**src/rtl/serial_subtractor.sv**
```systemverilog
// Bit-serial two's-complement subtractor: one full-subtractor cell, LSB first, WIDTH cycles/result.
// Define SERIAL_SUB_OVF_EN to add the registered signed-overflow output o_V.
module serial_subtractor #(
  parameter int unsigned WIDTH = 4
) (
  input  logic             i_clk,
  input  logic             i_rst_n,
  input  logic             i_valid,
  output logic             o_ready,
  input  logic [WIDTH-1:0] i_A,
  input  logic [WIDTH-1:0] i_B,
  output logic             o_valid,
  input  logic             i_ready,
  output logic [WIDTH-1:0] o_D,
  output logic             o_B,
  output logic             o_busy
`ifdef SERIAL_SUB_OVF_EN
  ,
  output logic             o_V
`endif
);

  localparam int unsigned CntW = $clog2(WIDTH);

  typedef enum logic [1:0] {StIdle, StRun, StDone} state_e;

  state_e           state_q, state_d;
  logic [WIDTH-1:0] op_a_q, op_a_d;
  logic [WIDTH-1:0] op_b_q, op_b_d;
  logic [WIDTH-1:0] res_q, res_d;
  logic [WIDTH-1:0] diff_q, diff_d;
  logic             br_q, br_d;
  logic             bout_q, bout_d;
  logic [CntW-1:0]  cnt_q, cnt_d;
`ifdef SERIAL_SUB_OVF_EN
  logic             ovf_q, ovf_d;
`endif

  logic bit_a, bit_b, bit_d, br_next;

  // Full-subtractor cell on the current LSBs and the registered borrow.
  assign bit_a   = op_a_q[0];
  assign bit_b   = op_b_q[0];
  assign bit_d   = bit_a ^ bit_b ^ br_q;
  assign br_next = (~bit_a & bit_b) | (~(bit_a ^ bit_b) & br_q);

  always_comb begin
    state_d = state_q;
    op_a_d  = op_a_q;
    op_b_d  = op_b_q;
    res_d   = res_q;
    diff_d  = diff_q;
    br_d    = br_q;
    bout_d  = bout_q;
    cnt_d   = cnt_q;
`ifdef SERIAL_SUB_OVF_EN
    ovf_d   = ovf_q;
`endif
    unique case (state_q)
      StIdle: begin
        if (i_valid) begin
          state_d = StRun;
          op_a_d  = i_A;
          op_b_d  = i_B;
          br_d    = 1'b0;
          cnt_d   = '0;
        end
      end
      StRun: begin
        op_a_d = op_a_q >> 1;
        op_b_d = op_b_q >> 1;
        res_d  = {bit_d, res_q[WIDTH-1:1]};
        br_d   = br_next;
        cnt_d  = cnt_q + 1'b1;
        if (cnt_q == CntW'(WIDTH - 1)) begin
          state_d = StDone;
          diff_d  = {bit_d, res_q[WIDTH-1:1]};
          bout_d  = br_next;
`ifdef SERIAL_SUB_OVF_EN
          // On the last cycle the cell sees the sign bits of A, B and D.
          ovf_d   = (bit_a ^ bit_b) & (bit_d ^ bit_a);
`endif
        end
      end
      StDone: begin
        if (i_ready) state_d = StIdle;
      end
      default: state_d = StIdle;
    endcase
  end

  always_ff @(posedge i_clk) begin
    if (!i_rst_n) begin
      state_q <= StIdle;
      op_a_q  <= '0;
      op_b_q  <= '0;
      res_q   <= '0;
      diff_q  <= '0;
      br_q    <= 1'b0;
      bout_q  <= 1'b0;
      cnt_q   <= '0;
`ifdef SERIAL_SUB_OVF_EN
      ovf_q   <= 1'b0;
`endif
    end else begin
      state_q <= state_d;
      op_a_q  <= op_a_d;
      op_b_q  <= op_b_d;
      res_q   <= res_d;
      diff_q  <= diff_d;
      br_q    <= br_d;
      bout_q  <= bout_d;
      cnt_q   <= cnt_d;
`ifdef SERIAL_SUB_OVF_EN
      ovf_q   <= ovf_d;
`endif
    end
  end

  assign o_ready = (state_q == StIdle);
  assign o_busy  = (state_q == StRun);
  assign o_valid = (state_q == StDone);
  assign o_D     = diff_q;
  assign o_B     = bout_q;
`ifdef SERIAL_SUB_OVF_EN
  assign o_V     = ovf_q;
`endif

endmodule
```
**config.mk**
```make
export PLATFORM = sky130hd
export DESIGN_NAME = serial_subtractor
export DESIGN_NICKNAME = d
export VERILOG_FILES = /design/src/rtl/serial_subtractor.sv
export SDC_FILE = /design/constraint.sdc
export NUM_CORES = 1
export LEC_CHECK = 0
export CAP_MARGIN = 15
export CORE_MARGIN = 2
export CORE_UTILIZATION = 46
export DETAILED_ROUTE_END_ITERATION = 7
export PLACE_DENSITY = 0.83
export SLEW_MARGIN = 20
export SYNTH_ARGS = -nofsm -noshare
export SYNTH_HDL_FRONTEND = slang
export SYNTH_SLANG_ARGS = --single-unit
```
**constraint.sdc**
```tcl
create_clock -name i_clk -period 3 [get_ports i_clk]
set_clock_uncertainty 0.2 [all_clocks]
set_input_delay 0.6 -clock i_clk [delete_from_list [all_inputs] [get_ports i_clk]]
set_output_delay 0.6 -clock i_clk [all_outputs]
set_load 0.02 [all_outputs]
```
==> results of run 1 <==
cells by family (layout without fill, tap and decap cells):
kind of cell | Yosys count | count (layout) | share of synthesized area [%]
multiplexers | 1 | 1 | 1.15
AND/OR/NAND/NOR | 37 | 37 | 20.1
flip-flops | 21 | 21 | 48.3
buffers and inverters | 12 | 30 | 6.47
AO/OA/AOI/OAI | 26 | 26 | 20.1
adder cells (fa/ha/maj) | 2 | 2 | 3.74
cells in the mapped netlist (2+ instances only):
| cell | count | area share [%] |
|---|---|---|
| dfxtp_1 | 21 | 48 |
| nor2_1 | 14 | 6.0 |
| a21oi_1 | 12 | 6.9 |
| nand2_1 | 10 | 4.3 |
| inv_1 | 6 | 2.6 |
| o221ai_1 | 6 | 6.0 |
| nand3_1 | 4 | 2.3 |
| a22oi_1 | 3 | 2.6 |
| buf_2 | 3 | 1.7 |
| nand2b_1 | 2 | 1.4 |
| nor2b_1 | 2 | 1.4 |
registers in the layout, indices dropped and copies added (netlist names):
name     count
state_q      2
o_B          1
op_b_q       4
op_a_q       4
br_q         1
res_q        3
cnt_q        2
o_D          4
per-stage QoR:
stage / area (um2) / power, uW / hold slack, ns / instances
2_1_floorplan: 870 / 355 / 0.237 / 99
3_3_place_gp: 1060 / 383 / 0.242 / 138
3_5_place_dp: 1060 / 387 / 0.254 / 138
4_1_cts: 1090 / 518 / 0.271 / 142
5_1_grt: 1090 / 539 / 0.292 / 142
6_report: 1090 / 513 / 0.265 / 142
layer usage:
metal | wire (um) | part of all wire, % | vias to the layer above
li1 | - | - | 379
met1 | 760 | 45 | 341
met2 | 827 | 49 | 18
met3 | 83 | 4.9 | 2
met4 | 12 | 0.71 | 0
met5 | 0 | 0 | -
layout by cell type (no fill, tap or decap), types with 2 or more instances in the layout:
| cell | Yosys | layout |
|---|---|---|
| inv_1 | 6 | 6 |
| nand3_1 | 4 | 4 |
| nand2b_1 | 2 | 2 |
| a21oi_1 | 12 | 12 |
| nor2b_1 | 2 | 2 |
| nor2_1 | 14 | 14 |
| clkdlybuf4s50_1 | 0 | 19 |
| o221ai_1 | 6 | 6 |
| clkbuf_4 | 0 | 3 |
| nand2_1 | 10 | 10 |
| a22oi_1 | 3 | 3 |
| dfxtp_1 | 21 | 21 |
critical path: cells and delay by family (launching register included):
kind,cells,cell delay [ns]
buf+inv,2,0.94
flops,1,0.51
simple gates,1,0.12
worst max path at each step:
stage / endpoint / slack (ns) / cells after the start
2_1_floorplan: o_busy / 1.38 / 4
6_report: o_busy / 0.33 / 3
5_1_grt: o_busy / 0.17 / 3
3_3_place_gp: o_busy / 0.75 / 3
3_5_place_dp: o_busy / 0.68 / 3
4_1_cts: o_busy / 0.33 / 3
power by group through the flow:
| stage | Combinational [uW] | Clock (uW) | Sequential (uW) |
|---|---|---|---|
| floorplan | 50.0 | 0 | 305 |
| global placement | 74.4 | 0 | 309 |
| detailed placement | 76.7 | 0 | 310 |
| CTS | 77.2 | 137 | 304 |
| global route | 85.7 | 148 | 306 |
| finish | 77.0 | 132 | 304 |
area by class of cell:
type | count | area, um2 | share of cell area (%)
Tap cell | 25 | 31.3 | 2.86
Sequential cell | 21 | 420 | 38.5
Timing Repair Buffer | 20 | 198 | 18.1
Clock buffer | 3 | 22.5 | 2.06
Clock inverter | 1 | 5.00 | 0.458
Multi-Input combinational cell | 66 | 393 | 36.0
Inverter | 6 | 22.5 | 2.06
==> results.cfg, run 1 <==
[cts]
cts_tree = done
cts_hold_repair.buffers = 0
cts_buffers = 3
path_clk_slew_ns = 0.12
clock-sinks = 21
postCtsSetupRepairBufs = 0
cts_max_path_buffers = 2
cts_max_level = 1
cts-resized-gates = 0
clock-root-buffer = clkbuf_4
clk_latency_ns = 0.30

[yosys]
synth.distinct_cells = 27
synth_area_um2 = 870
yosysWarnings = 0
syn_avg_cell_area_um2 = 8.78
yosysSeqAreaShare_pct = 48.3
synth-main-ff-cell = dfxtp_1
synth-seq-cells = 21
synth_cells = 99
syn-num-nets = 113
synthArstFlopShare_pct = 0
synth_edf_count = 0

[critical_path]
crit_slowest_cell = clkdlybuf4s50_1
crit_arrival_ns = 1.87
crit_path_start_kind = flip-flop
r2r_end = o_B$_SDFFE_PN0P_
critical_path_class = reg -> out
reg2reg_from = state_q[0]$_SDFFE_PN0P_
setup.worst_path.start = state_q[0]$_SDFFE_PN0P_
path_cells = nand2b_1, inv_1, clkdlybuf4s50_1
setup.worst_path.end_class = primary output
reg2reg_slack_ns = 1.47
rr_worst_depth = 4
path_max_fanout = 12
slowest_delay_ns = 0.67
cp.required_ns = 2.20

[die]
coreArea_mm2 = 0.00175
rows = 15
start_util_pct = 49.8
fp.dieArea_mm2 = 0.00225
die_w_um = 47.5
die_h_um = 47.5
ioPinCount = 20

[route]
via_count = 740
ant_nets = 0
dr.pass1.iters = 4
routed_wl_um = 1680
drt_first_iter_violations = 13
drcViolationCount = 0
wl_per_cell_um = 11.9
via_per_inst = 5.21

[pwr]
power_frac_clock_pct = 25.8
intPower_uw = 382
p_seq_share_pct = 59.2
peakVddDrop_mv = 0.269
power_frac_comb_pct = 15.0
p_switching_uw = 131
sw_frac_of_total_pct = 25.6
p_leak_uw = 0.000396
power_density_mw_per_mm2 = 470

[timing]
hold_viol = 0
rsz0062_at_grt = false
timing.final.ws_setup_ns = 0.325
finalSetupViolations = 0
final_max_slew_viol_count = 0
fin_crit_sh_pct = 89.2
worstMarginPinSlew_ns = 0.457
fin_crit_ns = 2.67
slew_headroom_pct = 69.5
setup-tns-final_ns = 0
fmax_mhz = 374

[place]
hpwl_um = 1280
gp_congestion = 0.737
place_ws_ns = 0.683
port_buffers = 19

[hold_path]
hp-start = o_D[3]$_SDFFE_PN0P_
min_path_type = reg -> reg
min_delay_path_depth = 2
worstHoldEndpoint = o_D[3]$_SDFFE_PN0P_

[run_status]
status = complete, no violations

[final_layout]
utilization_pct = 62.6
syn2layout_area_growth_pct = 25.6
fin_nets = 132
nFillCells = 159
drive_gt1_share_pct = 6.84
diodes = 0

[grt]
grt_pass1_wl_um = 2770
grt_max_degree = 16
grt-ovfl-total = 0
grt_use_met2_pct = 29.2
antenna_found_initial = 0
grt_pass1_vias = 660
groute.usage.overall_pct = 17.5
grt_use_met3_pct = 4.53
grt-busiest-layer = met2
grt_use_met1_pct = 21.8

[flow_run]
cap_violations = 0
Note: power is estimated with default switching activity, not from simulation.
==> inputs of run 2 (changes only) <==
ABC_CLOCK_PERIOD_IN_PS = 3000   (was not set)
CORE_MARGIN = 5   (was 2)
==> run 2 against run 1 <==
Effect of this change: count of clock-buffer cells in the layout did not move; register-to-register slack got worse by 0.06 ns; core utilization fell by 0.67 points; first-iteration DRC count rose by 31%; die area rose by 27%; power fell by 0.69%; largest power group unchanged; highest routed layer unchanged.
==> results.cfg, run 2 (same netlist as run 1, synthesis figures left out) <==
[critical_path]
endpoint = o_busy
cp.required_ns = 2.20
setup.worst_path.start = state_q[0]$_SDFFE_PN0P_
critical_path_class = reg -> out
reg2reg_from = state_q[0]$_SDFFE_PN0P_
setup.worst_path.end_class = primary output
r2r_end = o_B$_SDFFE_PN0P_
reg2reg_slack_ns = 1.41
path_max_fanout = 12
crit_path_start_kind = flip-flop
rr_worst_depth = 4
crit_arrival_ns = 1.85

[route]
drcViolationCount = 0
routed_wl_um = 1640
drt_first_iter_violations = 17
via_count = 731
wl_per_cell_um = 11.5
via_per_inst = 5.15
ant_nets = 0
dr.pass1.iters = 4

[place]
port_buffers = 19
hpwl_um = 1230
dpl.cell_count = 138
dpl_cell_area_mm2 = 0.00106
gp_congestion = 0.779

[die]
start_util_pct = 49.3
die_h_um = 53.5
coreArea_mm2 = 0.00176
fp.dieArea_mm2 = 0.00286
rows = 15
die_w_um = 53.5
ioPinCount = 20

[final_layout]
utilization_pct = 61.9
diodes = 0
final_cell_area_mm2 = 0.00109
stdcell_count = 142
fin_nets = 132
syn2layout_area_growth_pct = 25.6
final_cell_mix = dfxtp_1, clkdlybuf4s50_1, nor2_1
final_common_cell = dfxtp_1
drive_gt1_share_pct = 6.84

[timing]
rsz0062_at_grt = false
hold_viol = 0
worstMarginPinSlew_ns = 0.428
fmax_mhz = 377
fin_crit_ns = 2.65
slew_headroom_pct = 71.4
final_max_slew_viol_count = 0
finalSetupViolations = 0
setup-tns-final_ns = 0
fin_crit_sh_pct = 88.4

[pwr]
sw_frac_of_total_pct = 25.1
p_switching_uw = 128
p_seq_share_pct = 59.6
intPower_uw = 381
p_total_uw = 509
p_leak_uw = 0.000396
power_density_mw_per_mm2 = 466
power_frac_clock_pct = 25.6
power_frac_comb_pct = 14.8
peakVddDrop_mv = 0.260

[grt]
grt_max_degree = 16
grt-ovfl-total = 0
antenna_found_initial = 0
grt_pass1_wl_um = 2750
grt_pass1_vias = 641
groute.usage.overall_pct = 13.2

[hold_path]
min_path_type = reg -> reg

[cts]
clock-root-buffer = clkbuf_4
cts_max_path_buffers = 2
path_clk_slew_ns = 0.11
clk_latency_ns = 0.29
cts_buffers = 3
cts_hold_repair.buffers = 0
cts_max_level = 1
cts-resized-gates = 0
clock-sinks = 21
postCtsSetupRepairBufs = 0
cts_tree = done

[flow_run]
cap_violations = 0

[run_status]
status = complete, no violations
## run 2: worst min path at each step
stage / startpoint / to / slack (ns) / cells past startpoint
6_report: o_D[0]$_SDFFE_PN0P_ / o_D[0]$_SDFFE_PN0P_ / 0.26 / 2
5_1_grt: o_D[0]$_SDFFE_PN0P_ / o_D[0]$_SDFFE_PN0P_ / 0.30 / 2
4_1_cts: o_D[2]$_SDFFE_PN0P_ / o_D[2]$_SDFFE_PN0P_ / 0.26 / 2
3_5_place_dp: o_D[2]$_SDFFE_PN0P_ / o_D[2]$_SDFFE_PN0P_ / 0.25 / 2
3_3_place_gp: o_D[3]$_SDFFE_PN0P_ / o_D[3]$_SDFFE_PN0P_ / 0.24 / 2
2_1_floorplan: res_q[1]$_SDFFE_PN0P_ / res_q[1]$_SDFFE_PN0P_ / 0.24 / 2
## run 2: power by group through the flow
| stage | combinational, uW | clock, uW | sequential, uW |
|---|---|---|---|
| 2_1_floorplan | 50.0 | 0 | 305 |
| 3_3_place_gp | 74.1 | 0 | 309 |
| 3_5_place_dp | 75.3 | 0 | 310 |
| 4_1_cts | 76.1 | 133 | 304 |
| 5_1_grt | 83.5 | 150 | 306 |
| 6_report | 75.6 | 130 | 304 |
## run 2: per-stage QoR
step / worst slack (ns) / hold slack [ns]
4_1_cts: 0.331 / 0.263
6_report: 0.347 / 0.261
5_1_grt: 0.223 / 0.299
2_1_floorplan: 1.38 / 0.237
3_5_place_dp: 0.668 / 0.247
3_3_place_gp: 0.740 / 0.242
## run 2: worst max-delay path: stages, from the launching register on
cell and delay, ns:
dfxtp_1 0.51, nand2b_1 0.13, inv_1 0.26, clkdlybuf4s50_1 0.67
## run 2: layout make-up
| cell class | instances | area, um2 |
|---|---|---|
| multi-input cells | 66 | 393 |
| clock inverters | 1 | 5.00 |
| repair buffers | 20 | 198 |
| well taps | 25 | 31.3 |
| inverters | 6 | 22.5 |
| clock buffers | 3 | 22.5 |
| fillers | 163 | 672 |
| flip-flops and latches | 21 | 420 |
## run 2: routing by layer
layer,vias to the layer above,track usage (%),wire length [um]
li1,376,-,-
met1,333,15.7,713
met2,20,21.2,775
met3,2,4.79,133
met4,0,5.11,14
met5,-,0,0
